File: src/rtl/uart_pkg.sv
// Shared definitions for the UART transmit path of the serial-to-SPI bridge.
// Contents: frame state encoding, default clock/baud constants, parity helper.
// Optional feature macro used by importers: UART_TX_PARITY_EN (even parity bit).
package uart_pkg;

    localparam int CLK_HZ        = 50_000_000;
    localparam int BAUD_DIV_9600 = 5208;        // CLK_HZ / 9600, rounded down

    typedef enum logic [2:0] {
        IDLE,
        START,
        DATA,
        PARITY,
        STOP
    } uart_state_e;

    // Even parity: the parity bit makes the total count of ones even.
    function automatic logic even_parity(input logic [7:0] b);
        return ^b;
    endfunction

endpackage

File: src/rtl/baud_gen.sv
// Bit-period counter: counts 0..DIV-1 and pulses tick_o for one cycle on the
// last count of each bit, i.e. on the bit boundary; counter wraps to 0 there.
// Ports: clk_50/rst_n (sync, active-low), clr_i holds the count at 0, tick_o.
module baud_gen
    import uart_pkg::*;
#(
    parameter int DIV = BAUD_DIV_9600,
    parameter int W   = 13
) (
    input  logic clk_50,
    input  logic rst_n,
    input  logic clr_i,
    output logic tick_o
);

    localparam logic [W-1:0] LAST = W'(DIV - 1);

    logic [W-1:0] cnt_q;
    logic [W-1:0] cnt_d;

    always_comb begin
        tick_o = !clr_i && (cnt_q == LAST);
        cnt_d  = cnt_q + W'(1);
        if (clr_i || tick_o) begin
            cnt_d = '0;
        end
    end

    always_ff @(posedge clk_50) begin
        if (!rst_n) begin
            cnt_q <= '0;
        end else begin
            cnt_q <= cnt_d;
        end
    end

endmodule

File: src/rtl/uart_tx.sv
// UART transmitter, 8N1 (optionally 8E1) with a one-byte holding register so
// the next byte can be queued during a frame and sent with no idle gap.
// Ports: clk_50, rst_n (sync, active-low), DATA_IN/DATA_VALID/DATA_READY
// handshake, TX serial line (idle high, registered), BUSY (state != IDLE).
// Macro: UART_TX_PARITY_EN inserts an even-parity bit between data and stop.
module uart_tx
    import uart_pkg::*;
#(
    parameter int BAUD_DIV = BAUD_DIV_9600,
    parameter int CNT_W    = 13
) (
    input  logic       clk_50,
    input  logic       rst_n,
    input  logic [7:0] DATA_IN,
    input  logic       DATA_VALID,
    output logic       DATA_READY,
    output logic       TX,
    output logic       BUSY
);

    uart_state_e state_q, state_d;
    logic [2:0]  idx_q, idx_d;
    logic [7:0]  shift_q, shift_d;
    logic [7:0]  hold_q, hold_d;
    logic        hold_full_q, hold_full_d;
    logic        tx_q, tx_d;
    logic        tick;

    // Counter is parked at 0 while idle so every bit starts a full period.
    baud_gen #(
        .DIV (BAUD_DIV),
        .W   (CNT_W)
    ) u_baud_gen (
        .clk_50 (clk_50),
        .rst_n  (rst_n),
        .clr_i  (state_q == IDLE),
        .tick_o (tick)
    );

    always_comb begin
        state_d     = state_q;
        idx_d       = idx_q;
        shift_d     = shift_q;
        hold_d      = hold_q;
        hold_full_d = hold_full_q;
        tx_d        = 1'b1;

        // Accept and transfer are mutually exclusive: one needs the holding
        // register empty, the other needs it full.
        if (DATA_VALID && !hold_full_q) begin
            hold_d      = DATA_IN;
            hold_full_d = 1'b1;
        end

        case (state_q)
            IDLE: begin
                if (hold_full_q) begin
                    shift_d     = hold_q;
                    hold_full_d = 1'b0;
                    idx_d       = 3'd0;
                    state_d     = START;
                end
            end
            START: begin
                if (tick) begin
                    idx_d   = 3'd0;
                    state_d = DATA;
                end
            end
            DATA: begin
                if (tick) begin
                    if (idx_q == 3'd7) begin
`ifdef UART_TX_PARITY_EN
                        state_d = PARITY;
`else
                        state_d = STOP;
`endif
                    end else begin
                        idx_d = idx_q + 3'd1;
                    end
                end
            end
            PARITY: begin
                if (tick) begin
                    state_d = STOP;
                end
            end
            STOP: begin
                if (tick) begin
                    // Queued byte goes straight into a start bit: no idle bit.
                    if (hold_full_q) begin
                        shift_d     = hold_q;
                        hold_full_d = 1'b0;
                        idx_d       = 3'd0;
                        state_d     = START;
                    end else begin
                        state_d = IDLE;
                    end
                end
            end
            default: begin
                state_d = IDLE;
            end
        endcase

        // TX is decoded from the next state so the registered line changes on
        // the same edge as the state, keeping TX and BUSY aligned.
        case (state_d)
            START:   tx_d = 1'b0;
            DATA:    tx_d = shift_d[idx_d];
            PARITY:  tx_d = even_parity(shift_d);
            default: tx_d = 1'b1;
        endcase
    end

    always_ff @(posedge clk_50) begin
        if (!rst_n) begin
            state_q     <= IDLE;
            idx_q       <= 3'd0;
            shift_q     <= 8'h00;
            hold_q      <= 8'h00;
            hold_full_q <= 1'b0;
            tx_q        <= 1'b1;
        end else begin
            state_q     <= state_d;
            idx_q       <= idx_d;
            shift_q     <= shift_d;
            hold_q      <= hold_d;
            hold_full_q <= hold_full_d;
            tx_q        <= tx_d;
        end
    end

    assign DATA_READY = !hold_full_q;
    assign TX         = tx_q;
    assign BUSY       = (state_q != IDLE);

endmodule
File: config.mk
export PLATFORM = sky130hd
export DESIGN_NAME = uart_tx
export DESIGN_NICKNAME = d
export VERILOG_FILES = /design/src/rtl/uart_pkg.sv /design/src/rtl/baud_gen.sv /design/src/rtl/uart_tx.sv
export SDC_FILE = /design/constraint.sdc
export NUM_CORES = 1
export LEC_CHECK = 0
export CAP_MARGIN = 20
export CORE_MARGIN = 2
export CORE_UTILIZATION = 50
export CTS_BUF_LIST = sky130_fd_sc_hd__clkbuf_8 sky130_fd_sc_hd__clkbuf_16
export DETAILED_ROUTE_END_ITERATION = 10
export GPL_TIMING_DRIVEN = 0
export PLACE_DENSITY = 0.7
export SYNTH_ARGS = -nofsm -noshare
export SYNTH_HDL_FRONTEND = slang
export SYNTH_SLANG_ARGS = --single-unit
File: constraint.sdc
create_clock -name clk_50 -period 3 [get_ports clk_50]
set_input_delay 0.6 -clock clk_50 [delete_from_list [all_inputs] [get_ports clk_50]]
set_output_delay 0.6 -clock clk_50 [all_outputs]
set_load 0.02 [all_outputs]
==> reports/results.ini <==
[clocking]
numCtsBuffers=5
clock-sinks=37
cts_resized=0
h-tree-depth=2
hold_buffers=0
cts_tree=done
clkLatencyLatePin_ns=0.29
clkTransAtPathRegs_ns=0.07
cts_setup_buffers=0
cts_buffer_depth=2
clockRootBuffer=clkbuf_8

[hold_path]
hp-class=register to register
whs_path_depth=1

[synth]
synth_area_leaders=dfxtp_1 38%, mux2i_1 10%, xnor2_1 7.7%
netlist_area_sq_um=1920
synthCells=203
synthArstFlopShare_pct=0
synth_ff_type=dfxtp_1
synth_compound_area_share_pct=10.1
yosysWarnings=0
synth_mux_area_share_pct=10.4
ys_ff_latch=37
syn_nets=216
synth_edf_count=0
avgSynthCellArea_sq_um=9.48
synthXorXnorAreaFrac_pct=10.9
ys_types=43
synth_area_leader_cell=dfxtp_1
yosys.area_share.simple_pct=26.2
ys_seq_area_share_pct=38.5
synth_top_area_share_pct=38.5
synthAdderAreaFrac_pct=1.30
synth_top_family_by_area=simple AND/OR/NAND/NOR gates

[sta]
finalSetupViolations=0
post-route-worst-setup-slack_ns=0.497
worst_slew_pin_slew_ns=0.606
final_hold_viol_count=0
fin_crit_sh_pct=83.4
clock_skew_ns=0.00452
tns_ns=0
fmax_mhz=400
period_needed_ns=2.50
rsz0062_at_grt=no
final_max_slew_viol_count=0
slew_headroom_pct=59.6

[power]
power_density_nw_per_um2=443
p_int_uw=730
switching_share_pct=24.9
ir_drop_uv=391
seqPwrFrac_pct=53.4
pwr-share-comb_pct=13.1
clock_power_share_pct=33.5
p_sw_uw=242
leakage_uw=0.000796

[grt]
grt_first_pass_wirelength_um=6620
grt-ovfl-total=0
grt.total_usage_pct=20.3
antenna_found_initial=0
grt_pass1_vias=1499
grt_max_degree=12

[die]
start_util_pct=52.2
fp.coreArea_sq_um=3690
fp.dieW_um=66.0
num_rows=22
die-area_sq_um=4360
die_h_um=66.0
io_pins=14

[drt]
vias=1507
ant_nets=0
drtIter0Drc=81
routed-wl-met3_um=126
met1_length_um=1740
drc=0
viasPerCell=5.54
wl_per_cell_um=14.1
top_layer_used=met4
drt-total-wl_um=3850
dr.pass1.iters=4
met2_wirelength_um=1860

[place]
pre_cts_ws_ns=0.564
dp_hpwl_um=2940
io_buffers=13
routabilityCongestion=0.817

[job]
max-cap-violations=0

[setup_path]
worst_path_max_delay_cell=nor4b_4
crit_chain=nor4b_4 -> nand3_1 -> o221a_2 -> a211oi_4 -> a21boi_0 -> a41oi_1 -> and3_1
r2r_slack_ns=0.50
crit_path_end_kind=register
critPathRequiredTime_ns=3.18
max_stage_delay_ns=0.50
path_depth=7
worst_path_dominant_cell_family=compound AO/OA/AOI/OAI gates
crit_arrival_ns=2.68
crit_type=register to register
worst-path-max-fanout=7
crit_buf_inv=0
r2r_cells=7
start_kind=register

[layout]
antennaDiodeCount=0
final_cell_mix=37 x dfxtp_1, 20 x mux2i_1, 18 x nor2_1, 18 x nor2b_1, 17 x xnor2_1
final_common_cell=dfxtp_1
areaGrowthSynthToFinish_pct=14.2
layout-drive-gt1-share_pct=8.48
nets=236

[run_status]
status=finished, final reports clean

power groups by stage:
stage	sequential [uW]	combinational (uW)	clock, uW
after floorplan	528	89.2	0
after global placement	529	124	0
after detailed placement	531	127	0
after CTS	519	128	339
after global routing	521	139	360
final	520	127	326
layer usage:
metal / global-route usage (%) / vias up
met3: 5.11 / 14
met4: 9.69 / 0
li1: - / 753
met1: 24.9 / 707
met2: 33.3 / 33
met5: 0 / -
state kept, by name, indices dropped and copies added (netlist names):
register          cells
u_baud_gen.cnt_q     13
hold_q                8
shift_q               8
idx_q                 3
state_q               3
TX                    1
hold_full_q           1
cell usage after synthesis, types with 2 or more instances:
| cell | n |
|---|---|
| ha_1 | 2 |
| o21ai_0 | 2 |
| nand2_1 | 10 |
| a41oi_1 | 2 |
| a21boi_0 | 3 |
| xnor2_1 | 17 |
| nand3_1 | 10 |
| and2_1 | 3 |
| mux2i_1 | 20 |
| nand4_1 | 8 |
| nor2b_1 | 18 |
| nor2_1 | 18 |
| inv_1 | 5 |
| dfxtp_1 | 37 |
| a21oi_1 | 4 |
| nor3b_1 | 2 |
| and4b_1 | 2 |
| clkbuf_1 | 7 |
| xor2_1 | 7 |
| nor3_1 | 3 |
area by class of cell:
type | instances | area [sq um]
fill | 333 | 1490
multi-input combinational | 153 | 1130
sequential | 37 | 741
timing repair buffer | 13 | 130
clock buffer | 5 | 68.8
tap | 48 | 60.1
buffer | 8 | 31.3
inverter | 5 | 18.8
clock inverter | 3 | 13.8
kinds of logic after synthesis:
family,Yosys count
AOI/OAI and AO/OA,22
xor gates and xnor gates,24
adders and majority gates,2
buffers and inverters,13
DFF,37
muxes,20
and+or+nand+nor,85
metrics by stage:
stage / power, uW / area [sq um] / util (%) / std cells / hold WS, ns
6_report: 973 / 2200 / 59.6 / 272 / 0.463
4_1_cts: 986 / 2200 / 59.6 / 272 / 0.475
5_1_grt: 1020 / 2200 / 59.6 / 272 / 0.501
3_3_place_gp: 654 / 2110 / 57.3 / 264 / 0.441
2_1_floorplan: 618 / 1920 / - / 203 / 0.430
3_5_place_dp: 657 / 2110 / 57.3 / 264 / 0.458
path summary, 6_finish.rpt:
path | endpoint | startpoint
hold reg to reg | u_baud_gen.cnt_q[0]$_SDFF_PP0_ | u_baud_gen.cnt_q[0]$_SDFF_PP0_
hold / removal | u_baud_gen.cnt_q[0]$_SDFF_PP0_ | u_baud_gen.cnt_q[0]$_SDFF_PP0_
setup reg to reg | TX$_SDFF_PN1_ | u_baud_gen.cnt_q[8]$_SDFF_PP0_
setup / recovery | TX$_SDFF_PN1_ | u_baud_gen.cnt_q[8]$_SDFF_PP0_
Note: power is estimated with default switching activity, not from simulation.
